==> src/rtl/fibergyro_frame_rx.sv <==
// Receive-side decoder for the fiber-optic gyro RS422 link: drains CoreUART bytes via OEN,
// syncs on HEADER, assembles the 8-byte frame, checks the XOR sum and publishes rate/temp/status.
module fibergyro_frame_rx #(
  parameter logic [7:0]  HEADER      = 8'hDD,
  parameter logic [15:0] TIMEOUT_CYC = 16'd50000
) (
  input  logic               CLK,
  input  logic               RESET,
  input  logic               ENABLE,
  input  logic               RXrd,
  input  logic [7:0]         RX,
  output logic               OEN,
  output logic signed [23:0] RATE,
  output logic [15:0]        TEMP,
  output logic [7:0]         STATUS,
  output logic               FRAME_VALID,
  output logic               CHK_ERR,
  output logic               TMO_ERR,
  output logic [15:0]        FRAME_CNT,
  output logic [7:0]         ERR_CNT
);

  typedef enum logic [1:0] {F_IDLE, F_RD, F_HOLD} fetch_t;
  typedef enum logic [1:0] {HUNT, PAYLOAD, CHECK} frame_t;

  function automatic logic [7:0] sat_inc8(input logic [7:0] v);
    return (v == 8'hFF) ? v : v + 8'd1;
  endfunction

  fetch_t fetch_st, fetch_nxt;
  frame_t st, st_nxt;

  logic [7:0]  rx_byte_p1;
  logic        vld_p1;
  logic [47:0] pay_p2;
  logic [7:0]  chk_p2, chk_nxt;
  logic [2:0]  idx, idx_nxt;
  logic [15:0] gap_cnt;
  logic        shift, good, bad, tmo;

  // Stage 0: byte fetch handshake (one OEN cycle, then one holdoff cycle)
  always_ff @(posedge CLK) begin
    if (RESET) fetch_st <= F_IDLE;
    else       fetch_st <= fetch_nxt;
  end

  always_comb begin
    fetch_nxt = fetch_st;
    OEN       = 1'b1;
    case (fetch_st)
      F_IDLE: if (RXrd) fetch_nxt = F_RD;
      F_RD: begin
        OEN       = 1'b0;
        fetch_nxt = F_HOLD;
      end
      F_HOLD:  fetch_nxt = F_IDLE;
      default: fetch_nxt = F_IDLE;
    endcase
  end

  // Stage 1: byte captured at the end of the OEN cycle
  always_ff @(posedge CLK) begin
    if (RESET) vld_p1 <= 1'b0;
    else       vld_p1 <= (fetch_st == F_RD);
  end

  always_ff @(posedge CLK) begin
    if (fetch_st == F_RD) rx_byte_p1 <= RX;
  end

  // Stage 2: frame assembly, checksum and timeout
  always_comb begin
    st_nxt  = st;
    idx_nxt = idx;
    chk_nxt = chk_p2;
    shift   = 1'b0;
    good    = 1'b0;
    bad     = 1'b0;
    tmo     = 1'b0;
    if (!ENABLE) begin
      st_nxt = HUNT;
    end else if (vld_p1) begin
      case (st)
        HUNT: begin
          if (rx_byte_p1 == HEADER) begin
            st_nxt  = PAYLOAD;
            idx_nxt = 3'd0;
            chk_nxt = 8'h00;
          end
        end
        PAYLOAD: begin
          shift   = 1'b1;
          chk_nxt = chk_p2 ^ rx_byte_p1;
          idx_nxt = idx + 3'd1;
          if (idx == 3'd5) st_nxt = CHECK;
        end
        CHECK: begin
          good   = (rx_byte_p1 == chk_p2);
          bad    = (rx_byte_p1 != chk_p2);
          st_nxt = HUNT;
        end
        default: st_nxt = HUNT;
      endcase
    end else if ((st != HUNT) && (gap_cnt == TIMEOUT_CYC)) begin
      tmo    = 1'b1;
      st_nxt = HUNT;
    end
  end

  always_ff @(posedge CLK) begin
    chk_p2 <= chk_nxt;
    if (shift) pay_p2 <= {pay_p2[39:0], rx_byte_p1};
  end

  always_ff @(posedge CLK) begin
    if (RESET) begin
      st          <= HUNT;
      idx         <= 3'd0;
      gap_cnt     <= 16'd0;
      FRAME_VALID <= 1'b0;
      CHK_ERR     <= 1'b0;
      TMO_ERR     <= 1'b0;
      FRAME_CNT   <= 16'd0;
      ERR_CNT     <= 8'd0;
      RATE        <= '0;
      TEMP        <= 16'd0;
      STATUS      <= 8'd0;
    end else begin
      st          <= st_nxt;
      idx         <= idx_nxt;
      FRAME_VALID <= good;
      CHK_ERR     <= bad;
      TMO_ERR     <= tmo;
      if (vld_p1 || st == HUNT)        gap_cnt <= 16'd0;
      else if (gap_cnt != TIMEOUT_CYC) gap_cnt <= gap_cnt + 16'd1;
      if (good) begin
        RATE      <= signed'(pay_p2[47:24]);
        TEMP      <= pay_p2[23:8];
        STATUS    <= pay_p2[7:0];
        FRAME_CNT <= FRAME_CNT + 16'd1;
      end
      if (bad || tmo) ERR_CNT <= sat_inc8(ERR_CNT);
    end
  end

endmodule

==> config.mk <==
export PLATFORM = sky130hd
export DESIGN_NAME = fibergyro_frame_rx
export DESIGN_NICKNAME = d
export VERILOG_FILES = /design/src/rtl/fibergyro_frame_rx.sv
export SDC_FILE = /design/constraint.sdc
export NUM_CORES = 1
export LEC_CHECK = 0
export CAP_MARGIN = 25
export CORE_UTILIZATION = 40
export DETAILED_ROUTE_END_ITERATION = 12
export MAX_ROUTING_LAYER = met4
export PLACE_DENSITY = 0.72
export SETUP_SLACK_MARGIN = 0.1
export SLEW_MARGIN = 20
export SYNTH_ARGS = -nofsm -noshare
export SYNTH_HDL_FRONTEND = slang
export SYNTH_SLANG_ARGS = --single-unit
==> constraint.sdc <==
create_clock -name CLK -period 3.8 [get_ports CLK]
set_clock_uncertainty 0.05 [all_clocks]
set_input_delay 0.76 -clock CLK [delete_from_list [all_inputs] [get_ports CLK]]
set_output_delay 0.76 -clock CLK [all_outputs]
set_load 0.05 [all_outputs]
# Word level (Yosys, flattened, before mapping)
# Index checks and enable logic that the tools add are counted.
# totals
memories,0
latchBits,0
output_inout_bits,76
reg_bits,163
romBits,0
input_bits,12
mem_bits_rw,0
word_cells,74
# op_classes
addsub,4
n_bitwise,3
shifts,0
n_eq_ne,14
div_mod_pow,0
n_lt_le_gt_ge,0
n_mul,0
reduce_logical,13
mux,24
# ops
operator,count
16-bit by 1-bit adder with 16-bit output (second input constant),2
16-bit == test (second input constant),1
8-bit == test (second input constant),2
16-bit != test (second input constant),1
8-bit case mux with 2 select lines,1
1-bit two-way mux,13
2-bit two-way mux,5
8-bit by 1-bit adder with 8-bit output (second input constant),1
8-bit == test,1
8-bit two-way mux,1
8-bit != test,1
2-bit case mux with 2 select lines,2
8-bit XOR,1
3-bit != test (second input constant),2
3-bit case mux with 2 select lines,1
2-bit nonzero test,3
2-bit by 1-bit == test with 1-bit output (second input constant),2
2-bit zero test,2
2-bit != test (second input constant),2
4-bit AND reduction,1
2-bit OR reduction,2
3-bit by 1-bit adder with 3-bit output (second input constant),1
3-bit == test (second input constant),1
3-bit two-way mux,1
6 further kinds,8

# Logic depth before layout (Yosys ltp)
# depth
ltp_word,7
mapped_depth,7
depth_no_buf,7

# Least setup slack after synthesis
# OpenSTA, ideal clock, no wires.
# synth_path
path_kind,input to register
start,input ENABLE
end,"register pay_p2[0], enable pin"
path_stages,2
required_time_ns,3.295
setup_ns,0.455
path_slack_ns,0.381
path_buffers,0
t_arrival_ns,2.914
cell_sequence,nand2_1 nor2_1
# synth_between
elab_chain_cells,1
# synth_rtl
element,line_no,source
"start, declared",9,"input logic ENABLE,"
1-bit two-way mux,80,if (!ENABLE) begin
via shift,39,"logic shift, good, bad, tmo;"
"end signal, assigned",112,"if (shift) pay_p2 <= {pay_p2[39:0], rx_byte_p1};"
"end, declared",35,logic [47:0] pay_p2;
# The timed path passes the listed nets, and every way through them passes these cells.
# A chain may end at the register's enable or synchronous reset.

# Worst setup path in the final report
# layout_path
start,register rx_byte_p1[6]
end,register FRAME_CNT[5]
# layout_between
elab_chain_cells,4
# layout_rtl
element,line_no,source
"start, declared",33,logic [7:0] rx_byte_p1;
"start signal, assigned",68,if (fetch_st == F_RD) rx_byte_p1 <= RX;
8-bit == test,98,good = (rx_byte_p1 == chk_p2);
1-bit two-way mux,83,case (st)
1-bit two-way mux,82,end else if (vld_p1) begin
1-bit two-way mux,80,
"end signal, assigned",140,FRAME_CNT <= FRAME_CNT + 16'd1;
"end, declared",19,"output logic [15:0] FRAME_CNT,"
# No other way between the ends.

==> flow_metrics.py <==
metrics = {
    "status": {
        "outcome": "finished clean",
    },
    "placement": {
        "globalplace.congestion": 0.8445,
        "placed_cells": 839,
        "port_buffers": 87,
        "dp_hpwl_mm": 8.294,
        "placed_cell_area_mm2": 0.007242,
    },
    "sta": {
        "finalMaxSlewViolations": 0,
        "rsz0062_at_grt": "false",
        "setup_tns_ns": 0,
        "finalHoldViolations": 0,
        "fin_crit_sh_pct": 74.67,
        "finalWorstPathRequiredPeriod_ns": 2.837,
        "worst_slew_pin_slew_ns": 0.8223,
        "finalSetupViolCount": 0,
        "slew_headroom_pct": 45.18,
        "maxClockFrequency_mhz": 352.4,
    },
    "grt": {
        "grt_util_all_layers_pct": 16.61,
        "antenna_found_initial": 0,
        "globalRouteOverflowTotal": 0,
        "grt_pass1_wl_mm": 20.41,
        "grt_max_degree": 50,
        "grt_pass1_vias": 4178,
    },
    "cells_and_area": {
        "fin_area_mm2": 0.007821,
        "finalNonFillerCells": 871,
        "nFillCells": 1319,
        "nNetsFinal": 688,
        "drive_gt1_share_pct": 8.053,
        "n_antenna_cell": 0,
        "area_growth_pct": 26.13,
        "postLayoutCoreUtil_pct": 51.64,
    },
    "power_and_ir_drop": {
        "switching_power_mw": 0.7372,
        "p_per_area_mw_per_mm2": 450.1,
        "pwr-share-comb_pct": 1.3,
        "peakVddDrop_mv": 0.3317,
        "clock_power_share_pct": 47.1,
        "fin_total_pwr_mw": 3.520,
        "p_sw_share_pct": 20.94,
        "power_leakage_nw": 2.488,
        "internal_power_mw": 2.783,
        "seqPwrFrac_pct": 51.6,
    },
    "cts": {
        "cts_buffers": 17,
        "clk_pin_slew_ns": 0.06,
        "clk_path_buf_depth": 2,
        "cts_max_level": 4,
        "cts.sinks": 163,
        "cts_tree": "built",
        "clock-root-buffer": "clkbuf_16",
        "post_cts_buffers": 0,
        "holdBufCountCts": 0,
        "cts_resized": 0,
        "clk_latency_ns": 0.42,
    },
    "drt": {
        "ant_nets": 0,
        "wl_met1_mm": 5.606,
        "met2_length_mm": 6.092,
        "met3_wirelength_um": 472,
        "via_per_inst": 5.088,
        "dr.first_iter.drc_count": 288,
        "firstDrtPassIters": 4,
        "routed-via-count": 4432,
        "drc": 0,
        "wl_mm": 12.29,
        "maxUsedRoutingLayer": "met4",
        "wl_per_cell_um": 14.11,
    },
    "setup_path": {
        "path_class": "reg2reg",
        "crit_path_max_fanout": 16,
        "crit_arrival_ns": 3.13,
        "worstPathRequired_ns": 4.09,
        "startpoint_type": "flip-flop",
        "worst_setup_path_end_kind": "flip-flop",
    },
    "die": {
        "start_util_pct": 40.94,
        "die_y_um": 126.5,
        "core_mm2": 0.01515,
        "io_pins": 88,
        "dieArea_mm2": 0.01600,
        "num_rows": 45,
        "fp.dieW_um": 126.5,
    },
    "synth": {
        "synth_async_sr_flop_share_pct": 0,
        "avgSynthCellArea_um2": 10.56,
        "synth_seq_area_share_pct": 62.95,
        "synthCells": 587,
        "synthTopCellsByCount": "nand2_1 (115), dfxtp_1 (99), edfxtp_1 (64), a21oi_1 (63), nor2_1 (55)",
        "syn_nets": 605,
        "synth.largest_area_cell": "dfxtp_1",
        "synth-main-ff-cell": "dfxtp_1",
        "ys_warn_count": 0,
        "ys_seq_elements": 163,
        "syn_area_mm2": 0.006201,
        "synth_top_area_share_pct": 31.96,
        "yosysMostFrequentCell": "nand2_1",
        "synth.area.top_cells": "dfxtp_1 (32%), edfxtp_1 (31%), nand2_1 (7.0%), a21oi_1 (5.1%), nor2_1 (3.3%)",
        "synthDistinctLibCells": 48,
        "synth_edf_count": 64,
    },
    "run": {
        "maxCapViolations": 0,
    },
    "worst_hold_path": {
        "hp-class": "reg2reg",
    },
}
-- cell usage in the layout, fill, tap and decap left out, drive strengths merged, types with 2 or more instances in the layout --
cell type      instances
nand2                115
dfxtp                 99
clkdlybuf4s50         86
edfxtp                64
a21oi                 63
nor2                  55
xnor2                 23
clkbuf                20
nand3                 16
inv                   15
nor4                  14
nand4                 12
xor2                  10
nor2b                  7
mux2                   7
o21ai                  7
ha                     6
buf                    6
nand2b                 5
and4                   5
nor3                   5
nand4b                 4
a211oi                 4
or3                    4
clkinv                 4
and3                   3
and2                   3
nor4b                  2
clkinvlp               2
and4b                  2
or4b                   2
-- critical path, stage by stage, from the launching register on --
cell      delay (ns)
edfxtp_1        0.44
xnor2_1         0.23
nand4_1         0.63
or3_2           0.74
or4_1           0.51
a21oi_1         0.16
-- power by group through the flow --
| stage | Clock [mW] | Sequential (mW) | Combinational, mW |
|---|---|---|---|
| 6_report | 1.66 | 1.82 | 0.0456 |
| 5_1_grt | 1.76 | 1.82 | 0.0505 |
| 4_1_cts | 1.69 | 1.82 | 0.0464 |
| 3_5_place_dp | 0 | 1.85 | 0.0461 |
| 3_3_place_gp | 0 | 1.85 | 0.0443 |
| 2_1_floorplan | 0 | 1.85 | 0.0286 |
-- cell type report --
type | count | area, um2 | share of cell area, %
flip-flops and latches | 163 | 3904 | 49.91
repair buffers | 92 | 915.9 | 11.71
clock inverters | 12 | 121.4 | 1.552
inverters | 10 | 37.54 | 0.4799
multi-input cells | 386 | 2150 | 27.48
well taps | 188 | 235.2 | 3.008
clock buffers | 20 | 457.9 | 5.855
-- kinds of logic after synthesis --
kind of cell,synth area share [%]
compound gates,6.517
mux,1.433
fa+ha+maj,1.211
xor+xnor,4.661
flops,62.95
simple gates,20.62
buf+inv,2.603
-- path summary, 6_finish.rpt --
check	to	depth (start not counted)	slack (ns)	from
worst max-delay path	FRAME_CNT[5]$_SDFFE_PP0P_	5	0.96	rx_byte_p1[6]$_DFFE_PP_
worst min register to register	fetch_st[0]$_SDFFE_PP0P_	1	0.37	fetch_st[1]$_SDFFE_PP0P_
worst min-delay path	fetch_st[0]$_SDFFE_PP0P_	1	0.37	fetch_st[1]$_SDFFE_PP0P_
worst max register to register	FRAME_CNT[5]$_SDFFE_PP0P_	5	0.96	rx_byte_p1[6]$_DFFE_PP_
-- metrics by stage --
step	worst slack [ns]	hold WS, ns
floorplan	0.3811	0.3408
global placement	0.8888	0.3487
detailed placement	0.8262	0.3641
CTS	0.9384	0.3732
global route	0.7643	0.3980
finish	0.9625	0.3700
-- state kept, by name, indices dropped and copies added, names as in the netlist, 3 cells and up --
| signal | flops |
|---|---|
| pay_p2 | 48 |
| RATE | 24 |
| FRAME_CNT | 16 |
| TEMP | 16 |
| gap_cnt | 16 |
| ERR_CNT | 8 |
| STATUS | 8 |
| chk_p2 | 8 |
| rx_byte_p1 | 8 |
| idx | 3 |
-- routing by layer --
metal	vias to the layer above	GRT usage [%]
met5	-	-
met4	0	6.520
met3	14	4.175
met2	77	26.97
met1	2140	19.86
li1	2201	-
Note: power is estimated with default switching activity, not from simulation.
